`config.mk`:
```
export PLATFORM = sky130hd
export DESIGN_NAME = ula4_issuer
export DESIGN_NICKNAME = d
export VERILOG_FILES = /design/src/rtl/ula4_issuer.sv
export SDC_FILE = /design/constraint.sdc
export NUM_CORES = 1
export LEC_CHECK = 0
export ABC_CLOCK_PERIOD_IN_PS = 1900
export BUFFER_PORTS_ARGS = -buffer_cell sky130_fd_sc_hd__buf_4
export CAP_MARGIN = 20
export CORE_AREA = 3 3 86 88
export DETAILED_ROUTE_END_ITERATION = 7
export DIE_AREA = 0 0 89 91
export PLACE_DENSITY = 0.68
export SLEW_MARGIN = 30
export SYNTH_ARGS = -nofsm -noshare
export SYNTH_HDL_FRONTEND = slang
export SYNTH_SLANG_ARGS = --single-unit
```
`constraint.sdc`:
```
create_clock -name clk -period 1.9 [get_ports clk]
set_input_delay 0.095 -clock clk [delete_from_list [all_inputs] [get_ports clk]]
set_output_delay 0.095 -clock clk [all_outputs]
set_load 0.03 [all_outputs]
```
`src/rtl/ula4_issuer.sv`:
```
// ----------------------------------------------------------------------------
// ula4_issuer
//
// Queues 4-bit ALU commands {op, a, b} in a small circular FIFO and issues them
// one at a time to an external combinational ALU. Operands are held on the ALU
// ports for SETTLE cycles, then alu_out is captured into a response register.
// The response is held until the consumer takes it. Commands are issued and
// returned strictly in order.
//
// Parameters
//   DEPTH   command FIFO entries (power of two, 2..16)
//   SETTLE  cycles the operands sit on the ALU before alu_out is sampled (1..7)
//
// Ports
//   clk        single clock, rising edge
//   rst        synchronous active-high reset
//   cmd_valid  command offered
//   cmd_ready  FIFO has room (depends on occupancy only)
//   cmd_op     operation code (add, sub, mul, div, eq, gt, lt, ne)
//   cmd_a/b    4-bit operands
//   alu_a/b    registered operands to the ALU
//   alu_op     registered op code to the ALU
//   alu_out    combinational ALU result
//   rsp_valid  response available
//   rsp_ready  response consumed when rsp_valid is also high
//   rsp_data   captured result (forced to 0 on divide by zero)
//   rsp_op     op code of the returned result
//   rsp_dz     divide-by-zero flag
//   busy       FSM not idle
//   count      FIFO occupancy
// ----------------------------------------------------------------------------
module ula4_issuer #(
    parameter int DEPTH  = 4,
    parameter int SETTLE = 1
) (
    input  logic                     clk,
    input  logic                     rst,
    input  logic                     cmd_valid,
    output logic                     cmd_ready,
    input  logic [2:0]               cmd_op,
    input  logic [3:0]               cmd_a,
    input  logic [3:0]               cmd_b,
    output logic [3:0]               alu_a,
    output logic [3:0]               alu_b,
    output logic [2:0]               alu_op,
    input  logic [3:0]               alu_out,
    output logic                     rsp_valid,
    input  logic                     rsp_ready,
    output logic [3:0]               rsp_data,
    output logic [2:0]               rsp_op,
    output logic                     rsp_dz,
    output logic                     busy,
    output logic [$clog2(DEPTH):0]   count
);

    localparam int PW = $clog2(DEPTH);
    localparam logic [PW:0] FULL_LEVEL = (PW+1)'(DEPTH);
    localparam logic [2:0]  SETTLE_LOAD = 3'(SETTLE);
    localparam logic [2:0]  OP_DIV = 3'b011;

    typedef struct packed {
        logic [2:0] op;
        logic [3:0] a;
        logic [3:0] b;
    } cmd_t;

    typedef enum logic [1:0] {
        IDLE  = 2'd0,
        ISSUE = 2'd1,
        RESP  = 2'd2
    } state_t;

    // ------------------------------------------------------------------
    // State
    // ------------------------------------------------------------------
    cmd_t            mem [DEPTH];
    logic [PW-1:0]   wr_ptr_reg;
    logic [PW-1:0]   rd_ptr_reg;
    logic [PW:0]     count_reg;
    logic [PW:0]     count_next;
    state_t          state_reg;
    logic [2:0]      settle_reg;

    logic [3:0]      alu_a_reg;
    logic [3:0]      alu_b_reg;
    logic [2:0]      alu_op_reg;

    logic            rsp_valid_reg;
    logic [3:0]      rsp_data_reg;
    logic [2:0]      rsp_op_reg;
    logic            rsp_dz_reg;

    logic            push;
    logic            pop;
    logic            rsp_hs;
    logic            div_zero;
    cmd_t            cmd_in;

    // ------------------------------------------------------------------
    // Handshake decode
    // ------------------------------------------------------------------
    // cmd_ready looks only at the registered occupancy, so a full FIFO
    // refuses a command even on an edge where an entry is being popped.
    assign cmd_ready = (count_reg < FULL_LEVEL);

    always_comb begin
        cmd_in    = '{op: cmd_op, a: cmd_a, b: cmd_b};
        push      = cmd_valid && cmd_ready && !rst;
        rsp_hs    = rsp_valid_reg && rsp_ready;
        // The head is popped from IDLE whenever something is queued, or on
        // the response handshake edge so back-to-back issue skips IDLE.
        pop       = (count_reg != '0) &&
                    ((state_reg == IDLE) || ((state_reg == RESP) && rsp_hs));
        div_zero  = (alu_op_reg == OP_DIV) && (alu_b_reg == 4'd0);
    end

    always_comb begin
        count_next = count_reg;
        case ({push, pop})
            2'b10:   count_next = count_reg + (PW+1)'(1);
            2'b01:   count_next = count_reg - (PW+1)'(1);
            default: count_next = count_reg;
        endcase
    end

    // ------------------------------------------------------------------
    // Command storage. No reset: contents are only observed through the
    // pointers, which are reset.
    // ------------------------------------------------------------------
    always_ff @(posedge clk) begin
        if (push) begin
            mem[wr_ptr_reg] <= cmd_in;
        end
    end

    // ------------------------------------------------------------------
    // Pointers, occupancy, issue FSM and output registers
    // ------------------------------------------------------------------
    always_ff @(posedge clk) begin
        if (rst) begin
            wr_ptr_reg    <= '0;
            rd_ptr_reg    <= '0;
            count_reg     <= '0;
            state_reg     <= IDLE;
            settle_reg    <= '0;
            alu_a_reg     <= '0;
            alu_b_reg     <= '0;
            alu_op_reg    <= '0;
            rsp_valid_reg <= 1'b0;
            rsp_data_reg  <= '0;
            rsp_op_reg    <= '0;
            rsp_dz_reg    <= 1'b0;
        end else begin
            count_reg <= count_next;

            // Pointers wrap naturally because DEPTH is a power of two.
            if (push) begin
                wr_ptr_reg <= wr_ptr_reg + PW'(1);
            end

            // The pop edge is the only place the ALU operand registers move;
            // this doubles as the registered read of the command storage.
            if (pop) begin
                rd_ptr_reg <= rd_ptr_reg + PW'(1);
                alu_op_reg <= mem[rd_ptr_reg].op;
                alu_a_reg  <= mem[rd_ptr_reg].a;
                alu_b_reg  <= mem[rd_ptr_reg].b;
                settle_reg <= SETTLE_LOAD;
            end

            case (state_reg)
                IDLE: begin
                    if (pop) begin
                        state_reg <= ISSUE;
                    end
                end

                ISSUE: begin
                    // pop never fires in ISSUE, so this is the only
                    // settle_reg update here.
                    settle_reg <= settle_reg - 3'd1;
                    if (settle_reg == 3'd1) begin
                        rsp_valid_reg <= 1'b1;
                        rsp_op_reg    <= alu_op_reg;
                        rsp_dz_reg    <= div_zero;
                        rsp_data_reg  <= div_zero ? 4'd0 : alu_out;
                        state_reg     <= RESP;
                    end
                end

                RESP: begin
                    if (rsp_hs) begin
                        rsp_valid_reg <= 1'b0;
                        state_reg     <= pop ? ISSUE : IDLE;
                    end
                end

                default: begin
                    state_reg <= IDLE;
                end
            endcase
        end
    end

    // ------------------------------------------------------------------
    // Outputs
    // ------------------------------------------------------------------
    assign alu_a     = alu_a_reg;
    assign alu_b     = alu_b_reg;
    assign alu_op    = alu_op_reg;
    assign rsp_valid = rsp_valid_reg;
    assign rsp_data  = rsp_data_reg;
    assign rsp_op    = rsp_op_reg;
    assign rsp_dz    = rsp_dz_reg;
    assign busy      = (state_reg != IDLE);
    assign count     = count_reg;

endmodule

```
==> summary.md, run 1 <==
The placement-stage cell area was 3630 um2. The clock root buffer master is sky130_fd_sc_hd__clkbuf_8. The tools report the end of the worst register-to-register path as count[2].

Timing analysis after detailed placement gives a worst setup slack of 21.6 ps. The row count is 30. Global routing finished with a remaining overflow of 0. The logs give 59.5% for the post-layout utilization of the core and 3100 um2 for the area of the mapped netlist. From bottom edge to top edge, the die measures 91 um. The tools report the largest clock skew in the final design as 5.46 ps. The detailed router finished its first iteration with 71 violations. Along the worst path, the maximum fanout reaches 5. Dividing the final minimum period by the clock period gives 98.4%. The smallest setup slack after layout came out at 30.3 ps. The tool flagged a number of max-cap violations equal to 0. The relative area change from synthesis to final layout is 29.1%. For the starting utilization of the core area, the log shows 46.1%.

The total of buffers placed on input and output ports was 43. The critical path starts at count[0]. The logs give 30 ps for the setup slack of the most critical reg-to-reg path and 8100 um2 for the total die area. Dividing the detail-routed wire length by the instance count gives 15.7 um.

Setup repair after global routing could not meet its margin everywhere. In the routed design, unresolved DRC markers number 0. Entering global routing, the biggest net connects 35 pins.

The logs give 0 for the initial antenna violation count and 10.1 mm for the global-route wire length before repair. The number of routed nets with antenna violations came out at 0. The worst setup path is of the flip-flop to flip-flop kind. After synthesis, the largest family of logic cells by area is simple AND/OR/NAND/NOR gates.

On the critical path the largest part of the delay comes from simple AND/OR/NAND/NOR gates. Number of cell instances on the worst register-to-register path: 8. In this run, synthesis inferred 44 flip-flops with an integrated enable. The total non-filler cell area in the finished layout is 4000 um2. Counting every instance in the synthesized netlist gives 231. The number of placed I/O pins was 44. The net count of the finished layout is 326. Synthesis produced a netlist with a net count of 258. The Yosys step of the flow raised 0 warnings. The final critical-path required period was 1870 ps.

After clock tree synthesis, the clock-pin slew on the worst setup and hold paths is 90 ps. For the area of the core, the log shows 6720 um2. The run gives 2,112 as the number of global-route vias before repair.

The finished layout holds 384 standard cells, fillers aside. sky130_fd_sc_hd__edfxtp_1 takes more of the synthesized area than any other cell. The remaining max-slew budget at the tightest pin is 61.4%, and the total power per unit cell area is 1440 nW/um2. Number of failing hold endpoints at the final stage: 0. The most used flip-flop cell after synthesis is sky130_fd_sc_hd__edfxtp_1.

Number of buffer and inverter instances along the worst setup path: 1. The highest-delay cell along the critical path is sky130_fd_sc_hd__dfxtp_4. The flow ran to the end, and the final reports show no timing, DRC or antenna violations. The congestion estimate from routability-driven global placement came to 0.769. The compound-cell area share of the yosys netlist was 9.85%; the share of synthesized cell area in full adder, half adder and majority cells was 3.47%. The number of levels in the clock H-tree is 3. The worst hold path begins at alu_out[0]. The top achievable clock speed was 535 MHz. STA classifies the critical path startpoint as a flip-flop. The routed layout has 2,068 vias. At the worst endpoint, the required time is 2180 ps. Sequential elements use 63.3% of the synthesized area. The logs give 4.01 mm for the post-detailed-placement half-perimeter wirelength and 0.00146 uW for the leakage component of the power.

Clock latency on the worst-skew pair, taken at its later pin, is 350 ps. After synthesis, the most frequently instantiated cells are 44 x sky130_fd_sc_hd__edfxtp_1, 32 x sky130_fd_sc_hd__dfxtp_1, 24 x sky130_fd_sc_hd__a21oi_1. The most common cell in the synthesized netlist is sky130_fd_sc_hd__edfxtp_1. For the total inserted antenna cells, the log shows 0. Critical register-to-register path startpoint: count[0]. The worst min-delay path class is primary input to flip-flop. The critical path ends at count[2]. Placed instance count: 354.

Multiplexer cells account for 8.36% of the synthesized area. For the worst setup path, the data arrival time is 2150 ps. Counting flops and latches in the post-synthesis netlist gives 76. After synthesis, the largest area contributor takes up 42.6% of total cell area.

Setup violations remaining at the end of the flow were counted as 0. After filler insertion, the fill cell instance count of the layout stands at 541. Buffers inserted during clock tree synthesis total 9. The tools report the length of the first detailed-routing pass in iterations as 4.

STA classifies the critical path endpoint as a flip-flop. The critical path goes through nor3_2 -> nor3_4 -> ha_2 -> inv_1 -> fa_2 -> xor2_1 -> or3_1 -> a21oi_2. Share of cells above drive strength 1: 34.9%.

The number of flip-flops under the largest register name is 44, and the buffer levels on the longest clock path is 2. After detailed routing, the number of vias per cell comes to 5.39. Averaged over all synthesized cells, the footprint is 13.4 um2. The number of max-slew violations in the final report was 0; the async set-or-reset flop fraction in the synthesized netlist was 0%. After detailed routing, the total wire length is 6.02 mm. TritonCTS built the clock tree. The xor and xnor area share after synthesis was 1.13%. In this design, the stage delay of the slowest critical-path cell is 370 ps. Counting flops per register, the top entry is mem. The synthesized netlist contains 40 unique library cells.

The run gives 0.000723 V as the worst ir drop on vdd. The critical path crosses 8 cells after its start point. The global-route usage over all layers came out at 16.2%. The clock net in this run drives a total of 76 sinks.

The width of the die is 89 um. The synthesized-area fraction occupied by and/or/nand/nor cells is 10.5%. By area the synthesized netlist is led by sky130_fd_sc_hd__edfxtp_1 43%, sky130_fd_sc_hd__dfxtp_1 21%, sky130_fd_sc_hd__mux4_2 8.0%. For the pin with the worst max-slew slack, the measured transition is 578 ps.
worst register-to-register path, delay by kind of cell (launching register included):
family	cells	cell delay, ps
xor+xnor	1	160
simple gates	3	590
buf+inv	1	50
fa+ha+maj	2	530
flops	1	370
compound gates	1	120
cells by family after synthesis:
group	Yosys count
flops	76
fa+ha+maj	8
simple gates	57
compound gates	48
mux	12
xor+xnor	4
buf+inv	26
where the power goes:
group	internal, uW	leakage (uW)	switching (uW)
clock	762	0.000113	636
sequential	1990	0.000664	184
combinational	981	0.000687	1190
through the flow:
stage / TNS (ps) / hold WS [ps] / power (uW)
3_3_place_gp: 0 / 296 / 4280
6_report: 0 / 35.0 / 5750
4_1_cts: 0 / 20.2 / 5770
2_1_floorplan: -0.818 / 194 / 3630
5_1_grt: -65.2 / 36.3 / 6110
3_5_place_dp: 0 / 301 / 4330
cell usage in the layout (no fill, tap or decap), types with 2 or more instances in the layout:
| master | n |
|---|---|
| sky130_fd_sc_hd__a21oi_1 | 23 |
| sky130_fd_sc_hd__a21oi_2 | 2 |
| sky130_fd_sc_hd__and2_1 | 4 |
| sky130_fd_sc_hd__buf_4 | 61 |
| sky130_fd_sc_hd__bufinv_16 | 2 |
| sky130_fd_sc_hd__clkbuf_8 | 9 |
| sky130_fd_sc_hd__dfxtp_1 | 27 |
| sky130_fd_sc_hd__dfxtp_4 | 4 |
| sky130_fd_sc_hd__dlygate4sd3_1 | 11 |
| sky130_fd_sc_hd__edfxtp_1 | 44 |
| sky130_fd_sc_hd__ha_1 | 6 |
| sky130_fd_sc_hd__inv_1 | 10 |
| sky130_fd_sc_hd__inv_6 | 3 |
| sky130_fd_sc_hd__mux4_2 | 11 |
| sky130_fd_sc_hd__nand2_1 | 14 |
| sky130_fd_sc_hd__nand3b_1 | 3 |
| sky130_fd_sc_hd__nand4_1 | 11 |
| sky130_fd_sc_hd__nor2_1 | 8 |
| sky130_fd_sc_hd__nor2b_1 | 2 |
| sky130_fd_sc_hd__o211ai_1 | 4 |
| sky130_fd_sc_hd__o31ai_1 | 13 |
| sky130_fd_sc_hd__or3_1 | 3 |
| sky130_fd_sc_hd__xor2_1 | 3 |
metal layers:
layer / vias up / part of all wire, % / global-route usage [%]
li1: 1007 / - / -
met1: 995 / 43 / 20.7
met2: 57 / 50 / 26.5
met3: 9 / 5.4 / 5.17
met4: 0 / 1.2 / 4.47
met5: - / 0 / 0
timing repair:
| item | 4_1_cts | 5_1_grt |
|---|---|---|
| hold buffers | 11 | 0 |
| endpoints found under the hold margin | 44 | 0 |
| buffers inserted | 1 | 2 |
| pin swaps | 1 | 2 |
| resized for setup | 0 | 1 |
| setup endpoints to repair | 1 | 1 |
cell type report:
type                            instances  area (um2)  share of cell area [%]
Tap cell                               80         100                    2.50
Inverter                               10        37.5                   0.938
Clock buffer                            9         124                    3.10
Clock inverter                          7         105                    2.63
Multi-Input combinational cell        129        1070                    26.7
Sequential cell                        76        1980                    49.5
Timing Repair Buffer                   73         588                    14.7
worst min-delay path by stage:
stage | endpoint | slack [ps] | cells past startpoint
global placement | mem[2][7] | 300 | 1
floorplan | mem[0][0] | 190 | 0
detailed placement | mem[2][9] | 300 | 1
global route | rsp_data[3] | 40 | 3
CTS | rsp_data[2] | 20 | 3
finish | rsp_data[0] | 40 | 3
Note: power is estimated with default switching activity, not from simulation.
==> run 2: changes to the inputs <==
--- a/config.mk
+++ b/config.mk
@@ -11,6 +11,7 @@
 export CORE_AREA = 3 3 86 88
 export DETAILED_ROUTE_END_ITERATION = 7
 export DIE_AREA = 0 0 89 91
+export GPL_TIMING_DRIVEN = 0
 export PLACE_DENSITY = 0.68
 export SLEW_MARGIN = 30
 export SYNTH_ARGS = -nofsm -noshare
==> run 2 against run 1 <==
  * The flow now finishes with violations (negative setup slack)
  * Maximum frequency shrank 4.3%
  * Sequential share of layout area is 1.1 points higher
  * Utilization is 1.2 points lower
  * Power fell by 2.9%
  * Via count grew 0.58%
  * Worst setup slack got worse by 85 ps
  * Sequential cell count unchanged
  * Combinational power decreased by 5%
  * Sequential power barely moved
  * First-iteration DRC count shrank 37%
==> summary.md, run 2 (synthesized netlist as in run 1, its figures left out) <==
The run finished, with violations left. The final reports fail on negative setup slack. The share of cells above drive strength 1 works out to 31.7% (-3.2 points).

Most used cell along the critical path: sky130_fd_sc_hd__nor3_4. The remaining max-slew budget at the tightest pin is 62.0% (+0.57 points). The number of failing hold endpoints at the final stage was 0 (unchanged); the top achievable clock speed was 512 MHz (-4.3%). Global-route usage over all layers: 16.2% (+0.022 points). The total power per unit cell area is 1420 nW/um2 (-0.96%). The post-route clock period utilization was 103% (+4.5 points); the number of flip-flops under the largest register name was 44 (unchanged). The logs give -193 ps (-215 ps) for the worst-case setup slack after placement and 4.10 mm (+2.2%) for the post-detailed-placement half-perimeter wirelength. Setup repair after global routing could not meet its margin everywhere.

Critical path endpoint category: a flip-flop. The logs give 9.94 mm (-1.5%) for the global-route wire length before repair and 0 (unchanged) for the number of routed nets with antenna violations. For the length of the first detailed-routing pass in iterations, the log shows 4 (unchanged). The total non-filler cell area in the finished layout is 3920 um2 (-2.0%), and the largest net degree at the start of global routing is 17 (-51%).

The worst ir drop on vdd was 0.000732 V (+1.2%); the total of buffers placed on input and output ports was 42 (-2.3%). The logs give 6720 um2 (unchanged) for the area of the core and 0 (unchanged) for the number of max-slew violations in the final report. For the smallest setup slack after layout, the log shows -54.4 ps (-84.7 ps). The startpoint-to-endpoint class of the critical path is flip-flop to flip-flop. Leakage component of the power: 0.00141 uW (-3.4%). The run gives 3 (unchanged) as the number of levels in the clock H-tree. The largest stage delay on the critical path came out at 400 ps (+30 ps). The critical path data required time is 2180 ps (about the same), and the die outline height is 91 um (unchanged). The largest fanout on the critical path is 7 (+2), and the row count is 30 (unchanged). The logs give 76 (unchanged) for the total clock sinks and 58.4% (-1.2 points) for the post-layout utilization of the core. For the setup slack of the most critical reg-to-reg path, the log shows -50 ps (-80 ps). TritonCTS built the clock tree. In the layout the commonest cells are 47 x sky130_fd_sc_hd__buf_4, 44 x sky130_fd_sc_hd__edfxtp_1, 26 x sky130_fd_sc_hd__dfxtp_1. Worst min-delay path class: primary input to flip-flop. The final critical-path required period is 1950 ps (+84.7 ps), and the detailed-route vias per instance is 5.43 (+0.84%). The total length of routed wires is 6.01 mm (-0.20%), and the final number of setup-violating endpoints is 1 (+1).

The top register by number of flip-flops is mem. The tree is rooted in a sky130_fd_sc_hd__clkbuf_8. The placement-stage cell area was 3560 um2 (-1.9%). The startpoint class of the critical path is a flip-flop. The largest clock skew in the final design was 11.1 ps (+5.60 ps); the number of cell instances on the worst register-to-register path was 8 (unchanged). The beginning of the worst hold path was alu_out[0]. The number of global-route vias before repair was 2,070 (-2.0%); the width of the die was 89 um (unchanged).

The logs give 0 (unchanged) for the max-cap check violation count and 8100 um2 (unchanged) for the total die area. The run gives 0 (unchanged) as the total inserted antenna cells. The tools report the buffer levels on the longest clock path as 2 (unchanged). The slowest stage of the critical path is the sky130_fd_sc_hd__dfxtp_4 cell. In this run the critical register-to-register path is launched from count[2].

The signal on the critical path passes through nor3_4 -> nor3_4 -> ha_2 -> inv_2 -> fa_2 -> xor2_1 -> or3_1 -> a21oi_1. The mean routed wirelength per cell works out to 15.7 um (about the same). The relative area change from synthesis to final layout works out to 26.5%. The tools report the initial antenna violation count as 0 (unchanged).

The final global-route overflow total is 0 (unchanged), and the clock latency on the worst-skew pair is 360 ps (about the same). The dominant delay contributor by cell family on the critical path is simple AND/OR/NAND/NOR gates. The library cell used most frequently in the layout, excluding fill and tap cells, is sky130_fd_sc_hd__buf_4. The number of nets in the layout was 325 (-0.31%). The worst hold slack was 34.1 ps (-0.879 ps).

Worst hold path cell count: 3 (unchanged). The logs give 46.1% (unchanged) for the starting utilization of the core area and 44 (unchanged) for the number of placed I/O pins. The global placer's final weighted congestion is 0.740 (-3.8%), and the via total after detailed routing is 2,080 (+0.58%). For hold timing, the worst endpoint is rsp_data[0]. The total clock buffers created by CTS was 9 (unchanged). The clock transition time at the flip-flop clock pins of the worst setup and hold paths works out to 90 ps (about the same). For the arrival time at the worst endpoint, the log shows 2230 ps (+80 ps).

End of the worst register-to-register path: count[2]. The residual DRC count was 0 (unchanged); the measured slew at the worst slew-check pin was 570 ps (-7.70 ps). Number of buffer and inverter instances along the worst setup path: 1 (unchanged). The tools report the detailed router's first-iteration violation count as 45 (-37%).
## run 2: changes by cell type in the layout (fill, tap and decap cells not counted), sizes merged
| cell | delta |
|---|---|
| bufinv | -1 |
| inv | +1 |
| clkinv | +1 |
| clkinvlp | -1 |
| clkbuf | +9 |
| buf | -10 |
## run 2: per-stage QoR
| step | power [uW] | cells | setup TNS [ps] |
|---|---|---|---|
| after CTS | 5580 | 382 | -83.9 |
| after floorplan | 3630 | 231 | -0.818 |
| after global placement | 4160 | 353 | -180 |
| after detailed placement | 4210 | 353 | -246 |
| final | 5580 | 383 | -54.4 |
| after global routing | 5910 | 383 | -210 |
## run 2: tightest hold or removal path, delay by kind of cell
family                 cells  cell delay, ps
buffers and inverters      1             110
AO/OA/AOI/OAI              2             150
## run 2: power by group
| group | internal [uW] | switching, uW |
|---|---|---|
| combinational | 914 | 1150 |
| sequential | 2000 | 207 |
| clock | 641 | 669 |
## run 2: layer usage
layer  track usage [%]  vias up  share of wire [%]
li1                  -     1012                  -
met1              20.3      993                 42
met2              26.6       63                 50
met3              3.54       12                6.0
met4              7.44        0                2.1
met5                 0        -                  0
## run 2: what timing repair did
| item | in CTS | in global routing |
|---|---|---|
| pin swaps | 2 | 2 |
| gates resized for setup | 2 | 2 |
| endpoints found under the hold margin | 44 | 0 |
| hold buffers | 11 | 0 |
| setup buffers | 3 | 1 |
| endpoints found under the setup margin | 2 | 2 |
## run 2: cell type report
type	count	area, um2
fill	566	2800
sequential	76	1980
multi-input combinational	129	1070
timing repair buffer	57	455
clock buffer	9	124
tap	80	100
clock inverter	7	87.6
buffer	15	65.1
inverter	10	37.5
## run 2: how the worst max path moves through the flow
stage / slack (ps) / startpoint / cells after the start / endpoint
after CTS: -80 / state_reg[1] / 8 / count[2]
after global routing: -120 / count[2] / 8 / count[2]
after floorplan: -0.8 / rsp_valid / 8 / count[2]
after global placement: -160 / state_reg[0] / 8 / count[2]
final: -50 / count[2] / 8 / count[2]
after detailed placement: -190 / state_reg[0] / 8 / count[2]
==> run 3: changes to the inputs <==
--- a/config.mk
+++ b/config.mk
@@ -12,7 +12,9 @@
 export DETAILED_ROUTE_END_ITERATION = 7
 export DIE_AREA = 0 0 89 91
 export GPL_TIMING_DRIVEN = 0
+export HOLD_SLACK_MARGIN = 0.06
 export PLACE_DENSITY = 0.68
+export RECOVER_POWER = 25
 export SLEW_MARGIN = 30
 export SYNTH_ARGS = -nofsm -noshare
 export SYNTH_HDL_FRONTEND = slang
==> run 3 against run 2 <==
  * The flow still finishes with violations (negative setup slack)
  * Wire length up 0.50%
  * Worst setup slack worse by 3.3 ps
  * Sequential share of layout area down 0.081 points
  * Cell count up 1.0%
  * Sequential cell count unchanged
  * Critical path type unchanged
  * Critical endpoint unchanged
==> summary.md, run 3 (synthesized netlist as in run 1, its figures left out) <==
For the clock share of power, the log shows 23.5% (about the same). The mean routed wirelength per cell is 15.6 um (-0.54%), and the arrival time at the worst endpoint is 2240 ps (about the same). The post-detailed-placement half-perimeter wirelength is 4.10 mm (unchanged), and the total non-filler cell area in the finished layout is 3930 um2 (+0.16%). The clock root buffer master was sky130_fd_sc_hd__clkbuf_8.

For the initial antenna violation count, the log shows 0 (unchanged). The logs give 3 (unchanged) for the number of levels in the clock H-tree and 71 (+58%) for the detailed router's first-iteration violation count. The worst setup path is launched from a flip-flop.

For the worst ir drop on vdd, the log shows 0.000729 V (-0.40%). The worst register-to-register path ends at count[2]. TritonCTS built the clock tree.

Setup repair after global routing could not meet its margin everywhere. The final critical-path required period was 1960 ps (+3.35 ps). The logs give 0 (unchanged) for the number of routed nets with antenna violations and 61.4% (-0.63 points) for the remaining max-slew budget at the tightest pin. The logs give 16.3% (+0.094 points) for the global-route usage over all layers and 387 (+1.0%) for the non-filler instance count after layout. The final reports fail on negative setup slack. For the total clock buffers created by CTS, the log shows 9 (unchanged). The library cells used most frequently in the layout, excluding fill and tap cells, are 44 x sky130_fd_sc_hd__edfxtp_1, 38 x sky130_fd_sc_hd__buf_4, 26 x sky130_fd_sc_hd__dfxtp_1. For the top achievable clock speed, the log shows 511 MHz (-0.17%).

Number of global-route vias before repair: 2,094 (+1.2%). The relative area change from synthesis to final layout is 26.7%. Worst-case setup slack after placement: -193 ps (unchanged). The largest clock skew in the final design came out at 11.9 ps (+0.812 ps). The signal on the critical path passes through nor3_4 -> nor3_4 -> ha_2 -> inv_2 -> fa_2 -> xor2_1 -> or3_1 -> a21oi_1. The die outline height was 91 um (unchanged). The logs give 39.5% (about the same) for the sequential power share and 6.04 mm (+0.50%) for the total length of routed wires. Leaving out fill and tap cells, the most frequent cell in the layout is sky130_fd_sc_hd__edfxtp_1.

The row count was 30 (unchanged). The setup slack of the most critical reg-to-reg path was -60 ps (about the same); the total of buffers placed on input and output ports was 42 (unchanged). The area of the core was 6720 um2 (unchanged). The via total after detailed routing was 2,079 (-0.048%). For the number of failing hold endpoints at the final stage, the log shows 0 (unchanged).

The run gives 0.00140 uW (-1.1%) as the leakage component of the power. The run gives 4 (unchanged) as the length of the first detailed-routing pass in iterations. The tools report the global placer's final weighted congestion as 0.740 (unchanged). The clock transition time at the flip-flop clock pins of the worst setup and hold paths is 90 ps (about the same), and the critical path data required time is 2180 ps (about the same). The number of placed I/O pins was 44 (unchanged).

The timing startpoint of the critical path is count[2]. The number of max-slew violations in the final report was 0 (unchanged); the share of cells above drive strength 1 was 28.3% (-3.3 points). The tools report the net switching component of the power as 2030 uW (+0.12%). For hold timing, the worst endpoint is state_reg[1]. The largest fanout on the critical path is 7 (unchanged), and the placed instance count is 353 (unchanged). The flow ran to the end, but the final reports show violations.

The post-route clock period utilization came out at 103% (+0.18 points). The width of the die is 89 um (unchanged). The worst hold path cell count is 4 (+1), and the measured slew at the worst slew-check pin is 580 ps (+9.50 ps). The logs give 17 (unchanged) for the largest net degree at the start of global routing and 1 (unchanged) for the final number of setup-violating endpoints. The min-delay analysis places its worst path in the category primary input to flip-flop. The run gives 87.3 ps (+53.2 ps) as the worst hold slack. The tools report the placement-stage cell area as 3560 um2 (unchanged). The most used cell along the critical path was sky130_fd_sc_hd__nor3_4. The starting utilization of the core area was 46.1% (unchanged).

The tools report the total die area as 8100 um2 (unchanged). The number of nets in the layout was 329 (+1.2%). By startpoint and endpoint, the worst setup path is classified as flip-flop to flip-flop.

Total power per unit cell area: 1420 nW/um2 (-0.16%). The total inserted antenna cells is 0 (unchanged), and the max-cap check violation count is 0 (unchanged). The run gives 0 (unchanged) as the final global-route overflow total.

The slowest stage of the critical path is the sky130_fd_sc_hd__dfxtp_4 cell. For the combinational share of power, the log shows 37.1% (about the same). The worst register-to-register path begins at count[2]. Counting flops per register, the top entry is mem.

The largest stage delay on the critical path works out to 400 ps (about the same). The buffer levels on the longest clock path came out at 2 (unchanged). STA classifies the critical path endpoint as a flip-flop. The tools report the residual DRC count as 0 (unchanged). The number of cell instances on the worst register-to-register path works out to 8 (unchanged).

Global-route wire length before repair: 10.0 mm (+0.62%). The smallest setup slack after layout came out at -57.7 ps (-3.35 ps). Post-layout utilization of the core: 58.5% (+0.093 points). The number of flip-flops under the largest register name works out to 44 (unchanged). The logs give 76 (unchanged) for the total clock sinks and 360 ps (about the same) for the clock latency on the worst-skew pair. The detailed-route vias per instance came out at 5.37 (-1.1%). The beginning of the worst hold path is rsp_ready. The switching part of the total works out to 36.4% (+0.044 points).

The tools report the cell-internal power as 3550 uW (about the same).
run 3: cell count changes in the layout (fill, tap and decap cells not counted):
cell | previous run | this run
sky130_fd_sc_hd__dlygate4sd3_1 | 11 | 15
sky130_fd_sc_hd__buf_4 | 47 | 38
sky130_fd_sc_hd__clkbuf_1 | 9 | 18
run 3: layout make-up:
cell class | count | area [um2]
Fill cell | 573 | 2790
Sequential cell | 76 | 1980
Multi-Input combinational cell | 129 | 1070
Timing Repair Buffer | 61 | 462
Clock buffer | 9 | 124
Tap cell | 80 | 100
Clock inverter | 7 | 87.6
Buffer | 15 | 65.1
Inverter | 10 | 37.5
run 3: critical path, delay by kind of cell, from the launching register on:
| kind | cells | cell delay (ps) |
|---|---|---|
| AOI/OAI and AO/OA | 1 | 130 |
| xor gates and xnor gates | 1 | 160 |
| adders and majority gates | 2 | 540 |
| buffers and inverters | 1 | 40 |
| DFF | 1 | 400 |
| and+or+nand+nor | 3 | 610 |
run 3: worst max-delay path by stage:
| stage | to | slack [ps] | cells after the start |
|---|---|---|---|
| 2_1_floorplan | count[2] | -0.8 | 8 |
| 3_3_place_gp | count[2] | -160 | 8 |
| 3_5_place_dp | count[2] | -190 | 8 |
| 4_1_cts | count[2] | -80 | 8 |
| 5_1_grt | count[2] | -120 | 8 |
| 6_report | count[2] | -60 | 8 |
run 3: per-stage QoR:
| step | total power [uW] | TNS [ps] |
|---|---|---|
| after floorplan | 3630 | -0.818 |
| after global placement | 4160 | -180 |
| after detailed placement | 4210 | -246 |
| after CTS | 5580 | -83.9 |
| after global routing | 5900 | -210 |
| final | 5580 | -57.7 |
run 3: repair_timing:
action	CTS	global route
resized for setup	2	2
endpoints found under the setup margin	2	2
pin swaps	2	2
hold buffers	15	0
endpoints found under the hold margin	48	0
buffers inserted	3	1
run 3: routing by layer:
metal	global-route usage (%)	vias up	routed length (um)
met5	0	-	0
met4	7.44	0	64
met3	3.54	9	276
met2	26.9	50	3130
met1	20.3	1000	2570
li1	-	1020	-
run 3: power groups by stage:
| stage | clock network [uW] | logic [uW] | registers [uW] |
|---|---|---|---|
| 6_report | 1310 | 2070 | 2200 |
| 5_1_grt | 1400 | 2260 | 2240 |
| 4_1_cts | 1340 | 2050 | 2190 |
| 3_5_place_dp | 0 | 2000 | 2210 |
| 3_3_place_gp | 0 | 1960 | 2200 |
| 2_1_floorplan | 0 | 1220 | 2410 |
